[src/rtl/uart_rx_param.sv]
// uart_rx_param -- oversampling UART receiver with a first-word-fall-through
// receive FIFO and sticky error flags.
//
// Build option: define UART_RX_PARITY_EN to expect one parity bit between the
// data bits and the stop bit(s). Without it, frames carry no parity bit and
// Parity_error is held at 0.
//
// Ports
//   Clock_50      in   single clock, rising edge
//   Resetn        in   asynchronous active-low reset
//   Enable        in   receiver enable; low aborts any frame in progress
//   UART_RX_I     in   asynchronous serial line, idle high
//   Rx_data       out  FIFO head entry (0 while empty)
//   Rx_valid      out  FIFO non-empty
//   Rx_ready      in   consumer accepts Rx_data (pop when Rx_valid && Rx_ready)
//   Full          out  FIFO full
//   Frame_error   out  sticky: low stop-bit sample seen
//   Parity_error  out  sticky: parity mismatch seen
//   Overrun       out  sticky: good byte dropped because the FIFO was full
//   Clear_errors  in   clears the sticky flags (a same-cycle set wins)
`timescale 1ns/1ps
module uart_rx_param #(
  parameter int DATA_BITS    = 8,
  parameter int CLKS_PER_BIT = 434,
  parameter int STOP_BITS    = 1,
  parameter int PARITY_ODD   = 0,
  parameter int FIFO_DEPTH   = 4
) (
  input  logic                 Clock_50,
  input  logic                 Resetn,
  input  logic                 Enable,
  input  logic                 UART_RX_I,
  output logic [DATA_BITS-1:0] Rx_data,
  output logic                 Rx_valid,
  input  logic                 Rx_ready,
  output logic                 Full,
  output logic                 Frame_error,
  output logic                 Parity_error,
  output logic                 Overrun,
  input  logic                 Clear_errors
);

  localparam int CNT_W = $clog2(CLKS_PER_BIT);
  localparam int PTR_W = $clog2(FIFO_DEPTH) + 1;
  localparam int IDX_W = PTR_W - 1;
  localparam int BC_W  = 3;

  localparam logic [CNT_W-1:0] BIT_LAST  = CNT_W'(CLKS_PER_BIT - 1);
  localparam logic [CNT_W-1:0] HALF_LAST = CNT_W'(CLKS_PER_BIT / 2 - 1);
  localparam logic [BC_W-1:0]  DATA_LAST = BC_W'(DATA_BITS - 1);
  localparam logic [BC_W-1:0]  STOP_LAST = BC_W'(STOP_BITS - 1);

`ifdef UART_RX_PARITY_EN
  localparam logic PAR_EN = 1'b1;
`else
  localparam logic PAR_EN = 1'b0;
`endif

  typedef enum logic [2:0] {IDLE, START, DATA, PARITY, STOP, WAIT_HIGH} state_t;

  state_t                 state, state_nx;
  logic [CNT_W-1:0]       cnt, cnt_nx;
  logic [BC_W-1:0]        bit_cnt, bit_nx;
  logic [DATA_BITS-1:0]   shreg, shreg_nx;
  logic                   push, set_fe, set_pe;
  logic                   rx_sync_p0, rx_sync_p1, vld_p0, vld_p1, rx_hi;
  logic                   fall, par_exp;
  logic [DATA_BITS-1:0]   mem [FIFO_DEPTH];
  logic [PTR_W-1:0]       wr_ptr, rd_ptr;
  logic                   empty, pop, wr_en, ovr_set;
  logic                   fe_q, pe_q, ov_q;

  // ---- stage p0/p1: line synchroniser ----
  // vld_pN marks when rx_sync_pN holds a real line sample rather than its
  // reset value, so a line held low through reset never looks like a start.
  always_ff @(posedge Clock_50 or negedge Resetn) begin
    if (!Resetn) begin
      rx_sync_p0 <= 1'b1;
      rx_sync_p1 <= 1'b1;
      vld_p0     <= 1'b0;
      vld_p1     <= 1'b0;
      rx_hi      <= 1'b0;
    end else begin
      rx_sync_p0 <= UART_RX_I;
      rx_sync_p1 <= rx_sync_p0;
      vld_p0     <= 1'b1;
      vld_p1     <= vld_p0;
      rx_hi      <= vld_p1 & rx_sync_p1;
    end
  end

  assign fall    = rx_hi & ~rx_sync_p1;
  assign par_exp = (^shreg) ^ (PARITY_ODD != 0);

  // ---- frame FSM ----
  always_ff @(posedge Clock_50 or negedge Resetn) begin
    if (!Resetn) begin
      state   <= IDLE;
      cnt     <= '0;
      bit_cnt <= '0;
    end else begin
      state   <= state_nx;
      cnt     <= cnt_nx;
      bit_cnt <= bit_nx;
    end
  end

  always_ff @(posedge Clock_50) begin
    shreg <= shreg_nx;
  end

  always_comb begin
    state_nx = state;
    cnt_nx   = cnt + 1'b1;
    bit_nx   = bit_cnt;
    shreg_nx = shreg;
    push     = 1'b0;
    set_fe   = 1'b0;
    set_pe   = 1'b0;
    if (!Enable) begin
      state_nx = IDLE;
      cnt_nx   = '0;
      bit_nx   = '0;
    end else begin
      case (state)
        IDLE: begin
          cnt_nx = '0;
          bit_nx = '0;
          if (fall) state_nx = START;
        end
        START: begin
          if (cnt == HALF_LAST) begin
            cnt_nx   = '0;
            state_nx = rx_sync_p1 ? IDLE : DATA;
          end
        end
        DATA: begin
          if (cnt == BIT_LAST) begin
            cnt_nx   = '0;
            shreg_nx = {rx_sync_p1, shreg[DATA_BITS-1:1]};
            if (bit_cnt == DATA_LAST) begin
              bit_nx   = '0;
              state_nx = PAR_EN ? PARITY : STOP;
            end else begin
              bit_nx = bit_cnt + 1'b1;
            end
          end
        end
        PARITY: begin
          if (cnt == BIT_LAST) begin
            cnt_nx = '0;
            if (rx_sync_p1 != par_exp) begin
              set_pe   = PAR_EN;
              state_nx = IDLE;
            end else begin
              state_nx = STOP;
            end
          end
        end
        STOP: begin
          if (cnt == BIT_LAST) begin
            cnt_nx = '0;
            if (!rx_sync_p1) begin
              set_fe   = 1'b1;
              bit_nx   = '0;
              state_nx = WAIT_HIGH;
            end else if (bit_cnt == STOP_LAST) begin
              bit_nx   = '0;
              push     = 1'b1;
              state_nx = IDLE;
            end else begin
              bit_nx = bit_cnt + 1'b1;
            end
          end
        end
        WAIT_HIGH: begin
          cnt_nx = '0;
          if (rx_sync_p1) state_nx = IDLE;
        end
        default: state_nx = IDLE;
      endcase
    end
  end

  // ---- receive FIFO ----
  // Pointers carry one extra wrap bit: equal pointers mean empty, equal
  // indices with differing wrap bits mean full.
  assign empty   = (wr_ptr == rd_ptr);
  assign Full    = (wr_ptr[PTR_W-1] != rd_ptr[PTR_W-1]) &&
                   (wr_ptr[IDX_W-1:0] == rd_ptr[IDX_W-1:0]);
  assign Rx_valid = ~empty;
  assign pop     = Rx_valid & Rx_ready;
  assign wr_en   = push & (~Full | pop);
  assign ovr_set = push & Full & ~pop;
  assign Rx_data = empty ? '0 : mem[rd_ptr[IDX_W-1:0]];

  always_ff @(posedge Clock_50) begin
    if (wr_en) mem[wr_ptr[IDX_W-1:0]] <= shreg;
  end

  always_ff @(posedge Clock_50 or negedge Resetn) begin
    if (!Resetn) begin
      wr_ptr <= '0;
      rd_ptr <= '0;
    end else begin
      if (wr_en) wr_ptr <= wr_ptr + 1'b1;
      if (pop)   rd_ptr <= rd_ptr + 1'b1;
    end
  end

  // ---- sticky flags: a set in the same cycle as Clear_errors wins ----
  always_ff @(posedge Clock_50 or negedge Resetn) begin
    if (!Resetn) begin
      fe_q <= 1'b0;
      pe_q <= 1'b0;
      ov_q <= 1'b0;
    end else begin
      fe_q <= set_fe  | (fe_q & ~Clear_errors);
      pe_q <= set_pe  | (pe_q & ~Clear_errors);
      ov_q <= ovr_set | (ov_q & ~Clear_errors);
    end
  end

  assign Frame_error  = fe_q;
  assign Parity_error = pe_q & PAR_EN;
  assign Overrun      = ov_q;

endmodule
[config.mk]
export PLATFORM = sky130hd
export DESIGN_NAME = uart_rx_param
export DESIGN_NICKNAME = d
export VERILOG_FILES = /design/src/rtl/uart_rx_param.sv
export SDC_FILE = /design/constraint.sdc
export NUM_CORES = 1
export LEC_CHECK = 0
export ABC_AREA = 1
export BUFFER_PORTS_ARGS = -buffer_cell sky130_fd_sc_hd__buf_2
export CAP_MARGIN = 20
export CORE_ASPECT_RATIO = 1.1
export CORE_MARGIN = 2
export CORE_UTILIZATION = 45
export CTS_BUF_LIST = sky130_fd_sc_hd__clkbuf_8
export CTS_CLUSTER_SIZE = 8
export DETAILED_ROUTE_END_ITERATION = 10
export PLACE_DENSITY = 0.63
export SLEW_MARGIN = 15
export SYNTH_ARGS = -nofsm -noshare
export SYNTH_HDL_FRONTEND = slang
export SYNTH_SLANG_ARGS = --single-unit
[constraint.sdc]
create_clock -name Clock_50 -period 2.1 [get_ports Clock_50]
set_input_delay 0.21 -clock Clock_50 [delete_from_list [all_inputs] [get_ports Clock_50]]
set_output_delay 0.21 -clock Clock_50 [all_outputs]
set_load 0.005 [all_outputs]
==> results.ini <==
[finish]
fin_cells=458
layout.nets=385
n_fill_cell=628
fin_util_pct=52.4
n_antenna_cell=0
syn_to_final_growth_pct=12.4
final_layout_size_suffix_gt1_share_pct=15.3

[sta]
clock.fmax_mhz=511
fin_crit_ns=1.96
hold_slack_ns=0.0598
finClkSkew_ns=0.0108
setup_viol=0
hold_viol=0
setup_slack_ns=0.142
setup_tns_ns=0
worstMarginPinSlew_ns=0.681
period_share_pct=93.3
relSlewSlack_pct=54.6
rsz0062_at_grt=no
drv_slew=0

[synthesis]
yosysTopAreaCell=edfxtp_1
synth_edf_count=40
synthFlopType=edfxtp_1
ys_seq_area_share_pct=58.3
syn_nets=358
ys_types=29
postSynthCellCount=341
ys_async_sr_fraction_pct=41.2
avgSynthCellArea_um2=9.58
yosysTopAreaCellShare_pct=36.8
synth.area.top_cells=edfxtp_1, dfrtp_1, nand2_1
syn-cell-area_um2=3270
synth_seq_cells=68
ys_warn_count=0

[routing]
drt_pass1_iterations=5
drcViolationCount=0
ant_nets=0
first_iter_violations=120
wirelength_um=5980
vias=2278
vias_per_cell=4.97
wl_per_cell_um=13.1

[cts]
clkTransAtPathRegs_ns=0.08
cts_buffers=9
cts_sinks=68
clk_latency_ns=0.34
h-tree-depth=3
postCtsSetupBuffers=0
cts_max_path_buffers=2
cts_tree=yes
cts-root-buf=clkbuf_8

[pwr]
swShare_pct=32.8
p_switching_uw=1160
power.share.clock_pct=30.0
internal_power_uw=2380
pwr_density_cell_nw_per_um2=965
seq_power_share_pct=43.4
pwr-share-comb_pct=26.6
p_leak_uw=0.00165
ir_drop_uv=751

[setup_path]
critPathKind=reg -> out
startpoint_type=register
worstPathMaxFanout=11
arrival_ns=1.75
cp-end-kind=primary output
worstPathRequired_ns=1.89

[grt]
track_usage_pct=16.3
grt_max_degree=29
antenna_found_initial=0
grt_pass1_vias=2284
grt.overflow.total=0
grt_pass1_wl_um=10000

[floorplanning]
core-area_um2=7010
std_cell_rows=32
die_area_um2=7960
initial_utilization_pct=46.6
fp.dieW_um=85.3
die_h_um=93.4
pin_count=19

[placement]
dp.cells=440
dpl.hpwl_um=4240
port_buffers=17
pre_cts_ws_ns=0.235
place_congestion=0.816

[outcome]
outcome=finished clean

[min_path]
hp-class=in -> reg

[run]
drv_cap=0

[metrics by stage]
step | cell area [um^2] | total power (uW)
2_1_floorplan | 3270 | 2220
3_3_place_gp | 3450 | 2500
3_5_place_dp | 3450 | 2510
4_1_cts | 3670 | 3600
5_1_grt | 3670 | 3770
6_report | 3670 | 3540
[cells in the final DEF, fill, tap and decap left out, types with 5 or more instances in the layout]
cell and instances:
o22ai_1 8, edfxtp_1 40, nand4_1 7, nand2_1 71, dfrtp_1 25, a21oi_1 6, xor2_1 6, nor3_1 5
inv_2 5, nor2_1 41, inv_1 45, ha_1 11, buf_2 17, buf_4 6, clkbuf_8 9, o21ai_0 19
nand3_1 22
[state kept, by name, indices dropped and copies added (netlist names), 3 cells and up]
signal,flops
bit_cnt,3
cnt,9
mem,32
rd_ptr,3
shreg,8
state,3
wr_ptr,3
[final cells by class]
cell class,count,area (um^2),share of cell area [%]
Sequential cell,68,1910,51.9
Multi-Input combinational cell,214,1120,30.6
Inverter,50,188,5.11
Timing Repair Buffer,25,150,4.09
Clock buffer,9,124,3.37
Tap cell,85,106,2.90
Clock inverter,7,76.3,2.08
[power groups by stage]
| stage | clock network, uW | registers [uW] | logic, uW |
|---|---|---|---|
| 2_1_floorplan | 0 | 1520 | 697 |
| 3_3_place_gp | 0 | 1560 | 935 |
| 3_5_place_dp | 0 | 1570 | 942 |
| 4_1_cts | 1100 | 1540 | 956 |
| 5_1_grt | 1150 | 1550 | 1080 |
| 6_report | 1060 | 1540 | 942 |
[kinds of logic after synthesis]
logic type      count (synthesis)  synth area share, %
other cells                     2                0.230
flops                          68                 58.3
compound gates                 36                 6.01
xor+xnor                       10                 2.68
buf+inv                        59                 7.47
fa+ha+maj                      11                 4.21
simple gates                  155                 21.1
[critical path, cell delays in order (launching register included)]
cell,delay [ns]
dfrtp_2,0.48
inv_2,0.11
nand2_1,0.08
nand4_1,0.13
nand2b_2,0.33
nand2_1,0.11
inv_1,0.04
buf_2,0.11
[path summary, 6_finish.rpt]
kind	start	depth (start not counted)	endpoint	slack [ns]
max	rd_ptr[1]	7	Rx_data[7]	0.14
min	Clear_errors	2	Overrun	0.06
max reg2reg	cnt[1]	9	mem[0][0]	0.24
min reg2reg	vld_p0	0	vld_p1	0.35
max in group asynchronous	Resetn	2	rd_ptr[1]	1.19
min in group asynchronous	Resetn	2	rd_ptr[2]	0.44
[routing by layer]
layer	vias to the layer above	track usage [%]	routed length [um]
li1	1160	-	-
met1	1060	18.9	2600
met5	-	0	0
met3	10	3.80	224
met2	48	28.9	3040
met4	0	6.88	117
[what timing repair did]
item                                    in CTS  in global routing
hold endpoints to repair                    27                  0
endpoints found under the setup margin       9                  0
resized for setup                            2                  0
hold buffers                                 2                  0
[synth_stat cells (2+ instances only)]
cell type and n:
o22ai_1 8, conb_1 2, ha_1 11, a21oi_1 6, edfxtp_1 40, inv_2 5
xnor2_1 4, buf_4 5, nand2_4 2, nand2_1 71, nand3_1 22, nor2_1 41
xor2_1 6, buf_2 3, nor2_4 3, nor3_1 5, dfstp_2 2, dfrtp_1 26
inv_1 45, o21ai_0 19, nand4_1 7
Power figures use the tool's default switching activity.
